**src/rtl/tmds_pkg.sv**
```systemverilog
// Shared TMDS definitions for the receive lane and the symbol decoder.
//   TMDS_SYM_W       : width of one TMDS symbol on the wire.
//   TOK_C00..TOK_C11 : the four DVI control tokens, bit 0 earliest in time.
//   tmds_ctrl_e      : encoding of the (c1,c0) pair carried by a token.
//   rx_state_e       : alignment FSM states.
package tmds_pkg;

  localparam int TMDS_SYM_W = 10;

  localparam logic [TMDS_SYM_W-1:0] TOK_C00 = 10'b1101010100;
  localparam logic [TMDS_SYM_W-1:0] TOK_C01 = 10'b0010101011;
  localparam logic [TMDS_SYM_W-1:0] TOK_C10 = 10'b0101010100;
  localparam logic [TMDS_SYM_W-1:0] TOK_C11 = 10'b1010101011;

  typedef enum logic [1:0] {
    CTRL_C00 = 2'b00,
    CTRL_C01 = 2'b01,
    CTRL_C10 = 2'b10,
    CTRL_C11 = 2'b11
  } tmds_ctrl_e;

  typedef enum logic {
    ST_SEARCH = 1'b0,
    ST_LOCKED = 1'b1
  } rx_state_e;

endpackage

```
**src/rtl/tmds_symbol_decode.sv**
```systemverilog
// Combinational TMDS symbol decoder.
//   sym     in  10 : aligned symbol.
//   is_ctrl out 1  : symbol is one of the four control tokens.
//   ctrl    out 2  : (c1,c0) carried by the token; 0 when not a token.
//   data    out 8  : TMDS-decoded byte (meaningful only when is_ctrl is 0).
module tmds_symbol_decode
  import tmds_pkg::*;
(
  input  logic [TMDS_SYM_W-1:0] sym,
  output logic                  is_ctrl,
  output logic [1:0]            ctrl,
  output logic [7:0]            data
);

  logic [7:0] q;

  always_comb begin
    is_ctrl = 1'b1;
    ctrl    = CTRL_C00;
    case (sym)
      TOK_C00: ctrl = CTRL_C00;
      TOK_C01: ctrl = CTRL_C01;
      TOK_C10: ctrl = CTRL_C10;
      TOK_C11: ctrl = CTRL_C11;
      default: begin
        is_ctrl = 1'b0;
        ctrl    = CTRL_C00;
      end
    endcase
  end

  // Bit 9 flags an inverted payload, bit 8 selects XOR (1) or XNOR (0) chaining.
  always_comb begin
    q       = sym[9] ? ~sym[7:0] : sym[7:0];
    data    = 8'h00;
    data[0] = q[0];
    for (int i = 1; i < 8; i++) begin
      data[i] = sym[8] ? (q[i] ^ q[i-1]) : ~(q[i] ^ q[i-1]);
    end
  end

endmodule

```
**src/rtl/tmds_rx_channel.sv**
```systemverilog
// One TMDS receive lane: word alignment by control-token search, then decode.
//   clk    in  1  : pixel clock, sym_in synchronous to it.
//   resetn in  1  : asynchronous active-low reset.
//   sym_in in  10 : raw deserialised bits, bit 0 earliest in time.
//   data   out 8  : decoded pixel byte (0 while a token is output).
//   ctrl   out 2  : last decoded control value (c1,c0).
//   de     out 1  : current output is a data symbol and the lane is locked.
//   locked out 1  : alignment achieved.
//   offset out 4  : current bit-slip offset 0..9.
module tmds_rx_channel
  import tmds_pkg::*;
#(
  parameter int LOCK_COUNT     = 8,
  parameter int SEARCH_TIMEOUT = 1024,
  parameter int LOSS_TIMEOUT   = 4096
) (
  input  logic                  clk,
  input  logic                  resetn,
  input  logic [TMDS_SYM_W-1:0] sym_in,
  output logic [7:0]            data,
  output logic [1:0]            ctrl,
  output logic                  de,
  output logic                  locked,
  output logic [3:0]            offset
);

  localparam int TOK_W     = (LOCK_COUNT > 2) ? $clog2(LOCK_COUNT) : 1;
  localparam int IDLE_SPAN = (SEARCH_TIMEOUT > LOSS_TIMEOUT) ? SEARCH_TIMEOUT : LOSS_TIMEOUT;
  localparam int IDLE_W    = $clog2(IDLE_SPAN);

  // Thresholds are one below the "reaching" value because the compare is
  // made against the count before this cycle's increment.
  localparam logic [TOK_W-1:0]  TOK_LAST    = TOK_W'(LOCK_COUNT - 1);
  localparam logic [IDLE_W-1:0] SEARCH_LAST = IDLE_W'(SEARCH_TIMEOUT - 2);
  localparam logic [IDLE_W-1:0] LOSS_LAST   = IDLE_W'(LOSS_TIMEOUT - 2);

  function automatic logic [TOK_W-1:0] sat_inc_tok(input logic [TOK_W-1:0] v);
    return (v == '1) ? v : v + 1'b1;
  endfunction

  function automatic logic [IDLE_W-1:0] sat_inc_idle(input logic [IDLE_W-1:0] v);
    return (v == '1) ? v : v + 1'b1;
  endfunction

  function automatic logic [3:0] next_offset(input logic [3:0] v);
    return (v == 4'd9) ? 4'd0 : v + 4'd1;
  endfunction

  logic [TMDS_SYM_W-1:0] prev_p0;
  logic [TMDS_SYM_W-1:0] aligned_p1;
  logic [2*TMDS_SYM_W-1:0] window;
  logic [4:0]            sel_lsb;
  logic [TMDS_SYM_W-1:0] aligned_sel;

  logic       dec_is_ctrl;
  logic [1:0] dec_ctrl;
  logic [7:0] dec_data;

  rx_state_e         state, state_next;
  logic [TOK_W-1:0]  tok_cnt, tok_next;
  logic [IDLE_W-1:0] idle_cnt, idle_next;
  logic [3:0]        offset_next;

  // Offset k picks a symbol that started k bits earlier, i.e. in prev_p0.
  assign window      = {sym_in, prev_p0};
  assign sel_lsb     = 5'd10 - {1'b0, offset};
  assign aligned_sel = TMDS_SYM_W'(window >> sel_lsb);

  // ---- stage p0 -> p1: bit-slip alignment ----
  always_ff @(posedge clk or negedge resetn) begin
    if (!resetn) begin
      prev_p0    <= '0;
      aligned_p1 <= '0;
    end else begin
      prev_p0    <= sym_in;
      aligned_p1 <= aligned_sel;
    end
  end

  tmds_symbol_decode u_decode (
    .sym     (aligned_p1),
    .is_ctrl (dec_is_ctrl),
    .ctrl    (dec_ctrl),
    .data    (dec_data)
  );

  always_ff @(posedge clk or negedge resetn) begin
    if (!resetn) begin
      state    <= ST_SEARCH;
      tok_cnt  <= '0;
      idle_cnt <= '0;
      offset   <= 4'd0;
    end else begin
      state    <= state_next;
      tok_cnt  <= tok_next;
      idle_cnt <= idle_next;
      offset   <= offset_next;
    end
  end

  always_comb begin
    state_next  = state;
    tok_next    = tok_cnt;
    idle_next   = idle_cnt;
    offset_next = offset;
    case (state)
      ST_SEARCH: begin
        if (dec_is_ctrl) begin
          idle_next = '0;
          if (tok_cnt == TOK_LAST) begin
            state_next = ST_LOCKED;
            tok_next   = '0;
          end else begin
            tok_next = sat_inc_tok(tok_cnt);
          end
        end else begin
          tok_next = '0;
          if (idle_cnt >= SEARCH_LAST) begin
            offset_next = next_offset(offset);
            idle_next   = '0;
          end else begin
            idle_next = sat_inc_idle(idle_cnt);
          end
        end
      end
      ST_LOCKED: begin
        if (dec_is_ctrl) begin
          idle_next = '0;
        end else if (idle_cnt >= LOSS_LAST) begin
          state_next = ST_SEARCH;
          idle_next  = '0;
          tok_next   = '0;
        end else begin
          idle_next = sat_inc_idle(idle_cnt);
        end
      end
      default: state_next = ST_SEARCH;
    endcase
  end

  assign locked = (state == ST_LOCKED);

  // ---- stage p1 -> p2: decoded outputs ----
  // de follows the next lock state so it rises and falls together with locked.
  always_ff @(posedge clk or negedge resetn) begin
    if (!resetn) begin
      data <= 8'h00;
      ctrl <= 2'b00;
      de   <= 1'b0;
    end else if (dec_is_ctrl) begin
      data <= 8'h00;
      ctrl <= dec_ctrl;
      de   <= 1'b0;
    end else begin
      data <= dec_data;
      de   <= (state_next == ST_LOCKED);
    end
  end

endmodule

```
**config.mk**
```make
export PLATFORM = sky130hd
export DESIGN_NAME = tmds_rx_channel
export DESIGN_NICKNAME = d
export VERILOG_FILES = /design/src/rtl/tmds_pkg.sv /design/src/rtl/tmds_symbol_decode.sv /design/src/rtl/tmds_rx_channel.sv
export SDC_FILE = /design/constraint.sdc
export NUM_CORES = 1
export LEC_CHECK = 0
export CAP_MARGIN = 20
export CORE_MARGIN = 2
export CORE_UTILIZATION = 40
export CTS_BUF_LIST = sky130_fd_sc_hd__clkbuf_4
export CTS_CLUSTER_DIAMETER = 30
export DETAILED_ROUTE_END_ITERATION = 6
export GPL_TIMING_DRIVEN = 0
export SLEW_MARGIN = 25
export SYNTH_ARGS = -nofsm -noshare
export SYNTH_HDL_FRONTEND = slang
export SYNTH_SLANG_ARGS = --single-unit
```
**constraint.sdc**
```tcl
create_clock -name clk -period 4.9 [get_ports clk]
set_input_delay 0.98 -clock clk [delete_from_list [all_inputs] [get_ports clk]]
set_output_delay 0.98 -clock clk [all_outputs]
set_load 0.05 [all_outputs]
```
==> out/metrics.cfg, run 1 <==
[clock_tree]
clk_pin_slew_ns=0.16
cts_sinks=51
clock_path_buffers=2
cts_resized=0
numCtsBuffers=5
htree_levels=2
post_cts_buffers=0
cts_tree=built
ctsHoldBuffers=0
clock_latency_ns=0.37
root_buffer=clkbuf_4

[run]
drv_cap=0

[worst_setup_path]
crit_family=buffers and inverters
r2r_slack_ns=2.14
worstPathBufferInverterCount=1
cp_slowest_cell=clkdlybuf4s50_1
path_max_fanout=9
critPathKind=reg -> out
path_cells=clkdlybuf4s50_1
cp-start-kind=flop
worst_setup_path_end_kind=output pin
slowest_delay_ns=0.87
arrival_ns=1.80
worst_ep_required_time_ns=3.92

[final_layout]
n_antenna_cell=0
fillers=747
nNetsFinal=363
drive_gt1_share_pct=16.33
final_area_mm2=0.003622
area_delta_synth_final_pct=15.25

[place]
post_dp_cell_area_mm2=0.003538
dp_hpwl_mm=4.725
port_buffers=27
place_ws_ns=2.181
gp_congestion=0.8902

[timing]
max_freq_ghz=0.3594
tns_ns=0
rsz0062_at_grt=false
final.setup.worst_slack_ns=2.118
tightest_slew_ns=0.6799
finalSetupViolations=0
hold_viol=0
period_needed_ns=2.782
finalClockSkew_ns=0.01260
fin_crit_sh_pct=56.78
final-max-slew-violation-count=0
slew-limit-headroom_pct=54.52

[yosys]
synthArstFlopShare_pct=100.0
synthTopCellsByArea=dfrtp_1 (41%), nor2_1 (4.5%), xnor2_1 (4.5%)
syn_nets=329
synthCells=308
yosysWarnings=0
post-synth-top-area-fraction_pct=40.61
synth.avg_cell_area_um2=10.20
ys_seq_elements=51
synth_top_area_cell=dfrtp_1
synth-edff-count=0
ys_seq_area_share_pct=40.61
synth-main-ff-cell=dfrtp_1
syn_area_mm2=0.003143
synth_cell_types=62

[detailed_routing]
via_count=2359
drc=0
wirelength_mm=6.275
dr.pass1.iters=4
post_drt_wl_per_cell_um=14.10
ant_nets=0
drt_iter0_markers=70
via_per_inst=5.301

[floorplanning]
pin_count=28
die_h_um=92.64
die_area_mm2=0.008582
num_rows=32
die-width_um=92.64
start_util_pct=40.89
core_area_mm2=0.007687

[global_routing]
grt_start_max_net_pins=52
antenna_found_initial=0
grt.overflow.total=0
grt_pass1_wl_mm=11.07
grtUsageTotal_pct=15.93
grt_pass1_vias=2365

[pwr]
p_per_area_mw_per_mm2=280.3
leakage_nw=1.516
finalPower_mw=1.015
vdd_drop_max_uv=104.5

[min_path]
hold_path_class=reg -> reg

[run_status]
status=finished, final reports clean

registers in the layout (all words and copies together), names as in the netlist:
signal	count
idle_cnt	12
aligned_p1	10
prev_p0	10
data	8
offset	4
tok_cnt	3
ctrl	2
de	1
locked	1
power breakdown:
part           total (mW)  switching, mW  internal, mW
clock               0.253          0.144         0.109
sequential          0.520         0.0495         0.470
combinational       0.242          0.137         0.105
total                1.02          0.331         0.684
metrics by stage:
step	std cells	util, %	hold slack (ns)
after floorplan	308	-	0.4771
after global placement	437	46.06	0.4712
after detailed placement	437	46.03	0.4808
after CTS	445	47.12	0.5108
after global routing	445	47.12	0.5451
final	445	47.12	0.5128
placed cells by master, fill, tap and decap left out, drive strengths merged, types with 2 or more instances in the layout:
| cell | instances |
|---|---|
| mux2 | 13 |
| nor2b | 3 |
| ha | 9 |
| xnor2 | 17 |
| o211ai | 6 |
| o21bai | 2 |
| mux2i | 11 |
| buf | 14 |
| o21ai | 7 |
| a211oi | 11 |
| and3 | 2 |
| nand4 | 3 |
| nor3 | 8 |
| nor4bb | 3 |
| inv | 12 |
| a21o | 2 |
| a22o | 2 |
| clkbuf | 8 |
| mux4 | 6 |
| dfrtp | 51 |
| and2 | 2 |
| a311oi | 7 |
| nand3 | 9 |
| a41oi | 2 |
| nand2 | 30 |
| nor2 | 38 |
| xor2 | 3 |
| o31ai | 2 |
| clkdlybuf4s50 | 26 |
| or2 | 2 |
| o311ai | 2 |
| a21oi | 11 |
| a31oi | 3 |
layout make-up:
type	instances	area (um2)	area share, %
Multi-Input combinational cell	230	1722	47.53
Sequential cell	51	1276	35.23
Timing Repair Buffer	27	267.8	7.392
Tap cell	102	127.6	3.523
Buffer	16	103.9	2.867
Clock inverter	3	46.29	1.278
Inverter	11	41.29	1.140
Clock buffer	5	37.54	1.036
synth_stat cells (all sizes together) (6+ instances only):
cell and number:
dfrtp 51, nor2 38, nand2 30, xnor2 17, buf 13, mux2 13, a211oi 11, a21oi 11
inv 11, mux2i 11, ha 9, nand3 9, nor3 8, a311oi 7, o21ai 7, mux4 6
o211ai 6
cells by family (layout without fill, tap and decap cells):
logic type	Yosys count	after routing	synth area share, %
AND/OR/NAND/NOR	107	107	16.80
flip-flops	51	51	40.60
XOR/XNOR	20	20	6.171
buffers and inverters	27	62	4.618
AO/OA/AOI/OAI	64	64	15.76
adder cells (fa/ha/maj)	9	9	3.583
multiplexers	30	30	12.46
worst paths after layout:
kind | start | to | depth (start not counted)
max | locked | locked | 1
min reg2reg | ctrl[0] | ctrl[0] | 2
max reg2reg | offset[0] | aligned_p1[4] | 9
min | ctrl[0] | ctrl[0] | 2
min in group asynchronous | resetn | prev_p0[4] | 1
max in group asynchronous | resetn | idle_cnt[2] | 1
per-layer routing:
layer	up-vias	wire length (um)	global-route usage, %
met5	-	0	0
met3	8	237	3.011
li1	1182	-	-
met2	50	2962	26.52
met4	0	72	4.657
met1	1119	3002	21.23
Power figures use the tool's default switching activity.
==> run 2, diff against run 1 <==
clock period = 2.72 ns   (was 4.9 ns; I/O delays follow)
==> run 2 against run 1 <==
Net effect: count of clock-buffer cells in the layout stayed put; worst hold slack worse by 0.35 ns; core utilization hardly changed; first-iteration DRC count is 54% higher; critical path depth is 8 higher; routed wire length is 2.2% higher; highest routed layer unchanged.
==> out/metrics.cfg, run 2 (synthesis results as in run 1) <==
[timing]
tns_ns=0
finalClockSkew_ns=0.009237
max_freq_ghz=0.3910
final-max-slew-violation-count=0
finalSetupViolations=0
rsz0062_at_grt=false
fin_crit_sh_pct=94.02
tightest_slew_ns=0.6857
period_needed_ns=2.557
hold_viol=0
slew-limit-headroom_pct=54.13

[global_routing]
grt_pass1_wl_mm=10.97
grtUsageTotal_pct=15.90
grt.overflow.total=0
grt_start_max_net_pins=52
antenna_found_initial=0
grt_pass1_vias=2262

[final_layout]
area_delta_synth_final_pct=15.37
postLayoutCoreUtil_pct=47.17
drive_gt1_share_pct=16.62
final-seq-area_mm2=0.001277
fillers=752
multi_input_area_mm2=0.001722
largest_register_ff_count=12
nNetsFinal=363
n_antenna_cell=0
top_regs=idle_cnt: 12 flops, aligned_p1: 10 flops, prev_p0: 10 flops
layout_commonest_cell=dfrtp_1
largest_register=idle_cnt
most-common-layout-cells=dfrtp_1 (50), nor2_1 (38), nand2_1 (29), clkdlybuf4s50_1 (26), xnor2_1 (16)

[pwr]
power_frac_comb_pct=24.1
p_per_area_mw_per_mm2=502.5
clkPwrFrac_pct=24.5
switching_share_pct=32.49
net-switching-power_mw=0.5920
intPower_mw=1.230
vdd_drop_max_uv=199.4
leakage_nw=1.520
seq_power_share_pct=51.4

[clock_tree]
numCtsBuffers=5
post_cts_buffers=0
cts_tree=built
clk_pin_slew_ns=0.16
cts_resized=0
root_buffer=clkbuf_4
cts_sinks=51
ctsHoldBuffers=0
clock_latency_ns=0.37
clock_path_buffers=2
htree_levels=2

[worst_setup_path]
critPathKind=reg -> reg
cp-start-kind=flop
r2r_slack_ns=0.16
path_max_fanout=10
worst_setup_path_end_kind=flop
arrival_ns=2.80
worst_ep_required_time_ns=2.96

[floorplanning]
num_rows=32
start_util_pct=40.89
die_area_mm2=0.008582
core_area_mm2=0.007687
pin_count=28
die-width_um=92.64
die_h_um=92.64

[detailed_routing]
wirelength_mm=6.410
dr.pass1.iters=4
post_drt_wl_per_cell_um=14.40
via_count=2373
via_per_inst=5.333
ant_nets=0
drc=0
drt_iter0_markers=108

[run]
drv_cap=0

[place]
gp_congestion=0.8885
port_buffers=27
dp_hpwl_mm=4.824

[run_status]
status=finished, final reports clean

[min_path]
hold_path_class=in -> async

[run 2: critical path: stages (launching register included)]
cell and delay (ns):
dfrtp_2 0.42, buf_4 0.21, buf_6 0.17, inv_1 0.09
ha_1 0.28, clkbuf_4 0.20, mux4_2 0.54, or2_2 0.29
a21oi_1 0.15, a311oi_1 0.07
[run 2: final cells by class]
cell class                      count  area share [%]
Tap cell                          102           3.520
Multi-Input combinational cell    230           47.48
Clock buffer                        5           1.035
Sequential cell                    51           35.23
Inverter                           11           1.139
Buffer                             16           3.002
Timing Repair Buffer               27           7.384
Clock inverter                      3           1.208
[run 2: final timing paths]
path | start | end | cells past startpoint
setup / recovery | offset[0] | aligned_p1[4] | 9
hold / removal | resetn | prev_p0[9] | 1
setup reg to reg | offset[0] | aligned_p1[4] | 9
hold reg to reg | ctrl[0] | ctrl[0] | 2
max in group asynchronous | resetn | offset[0] | 1
min in group clk | ctrl[0] | ctrl[0] | 2
[run 2: metrics by stage]
step	setup slack, ns	hold slack, ns	power (mW)	cells	cell area, um2
4_1_cts	0.02952	0.1850	1.848	445	3621
3_5_place_dp	0.04431	0.4806	1.395	437	3540
5_1_grt	0.03034	0.1908	1.944	445	3626
6_report	0.1626	0.1648	1.822	445	3626
2_1_floorplan	0.08893	0.2484	1.251	308	3144
3_3_place_gp	-0.5772	0.4701	1.380	437	3542
[run 2: power by group through the flow]
| stage | registers, mW | logic (mW) | clock network (mW) |
|---|---|---|---|
| CTS | 0.936 | 0.445 | 0.466 |
| floorplan | 1.01 | 0.243 | 0 |
| finish | 0.937 | 0.439 | 0.447 |
| global placement | 0.946 | 0.434 | 0 |
| detailed placement | 0.952 | 0.443 | 0 |
| global route | 0.955 | 0.484 | 0.505 |
[run 2: per-layer routing]
layer | share of wire (%) | vias to the layer above | global-route usage (%)
met4 | 1.5 | 0 | 4.779
met1 | 48 | 1124 | 21.77
met5 | 0 | - | 0
met2 | 47 | 54 | 26.09
li1 | - | 1184 | -
met3 | 3.5 | 11 | 2.522
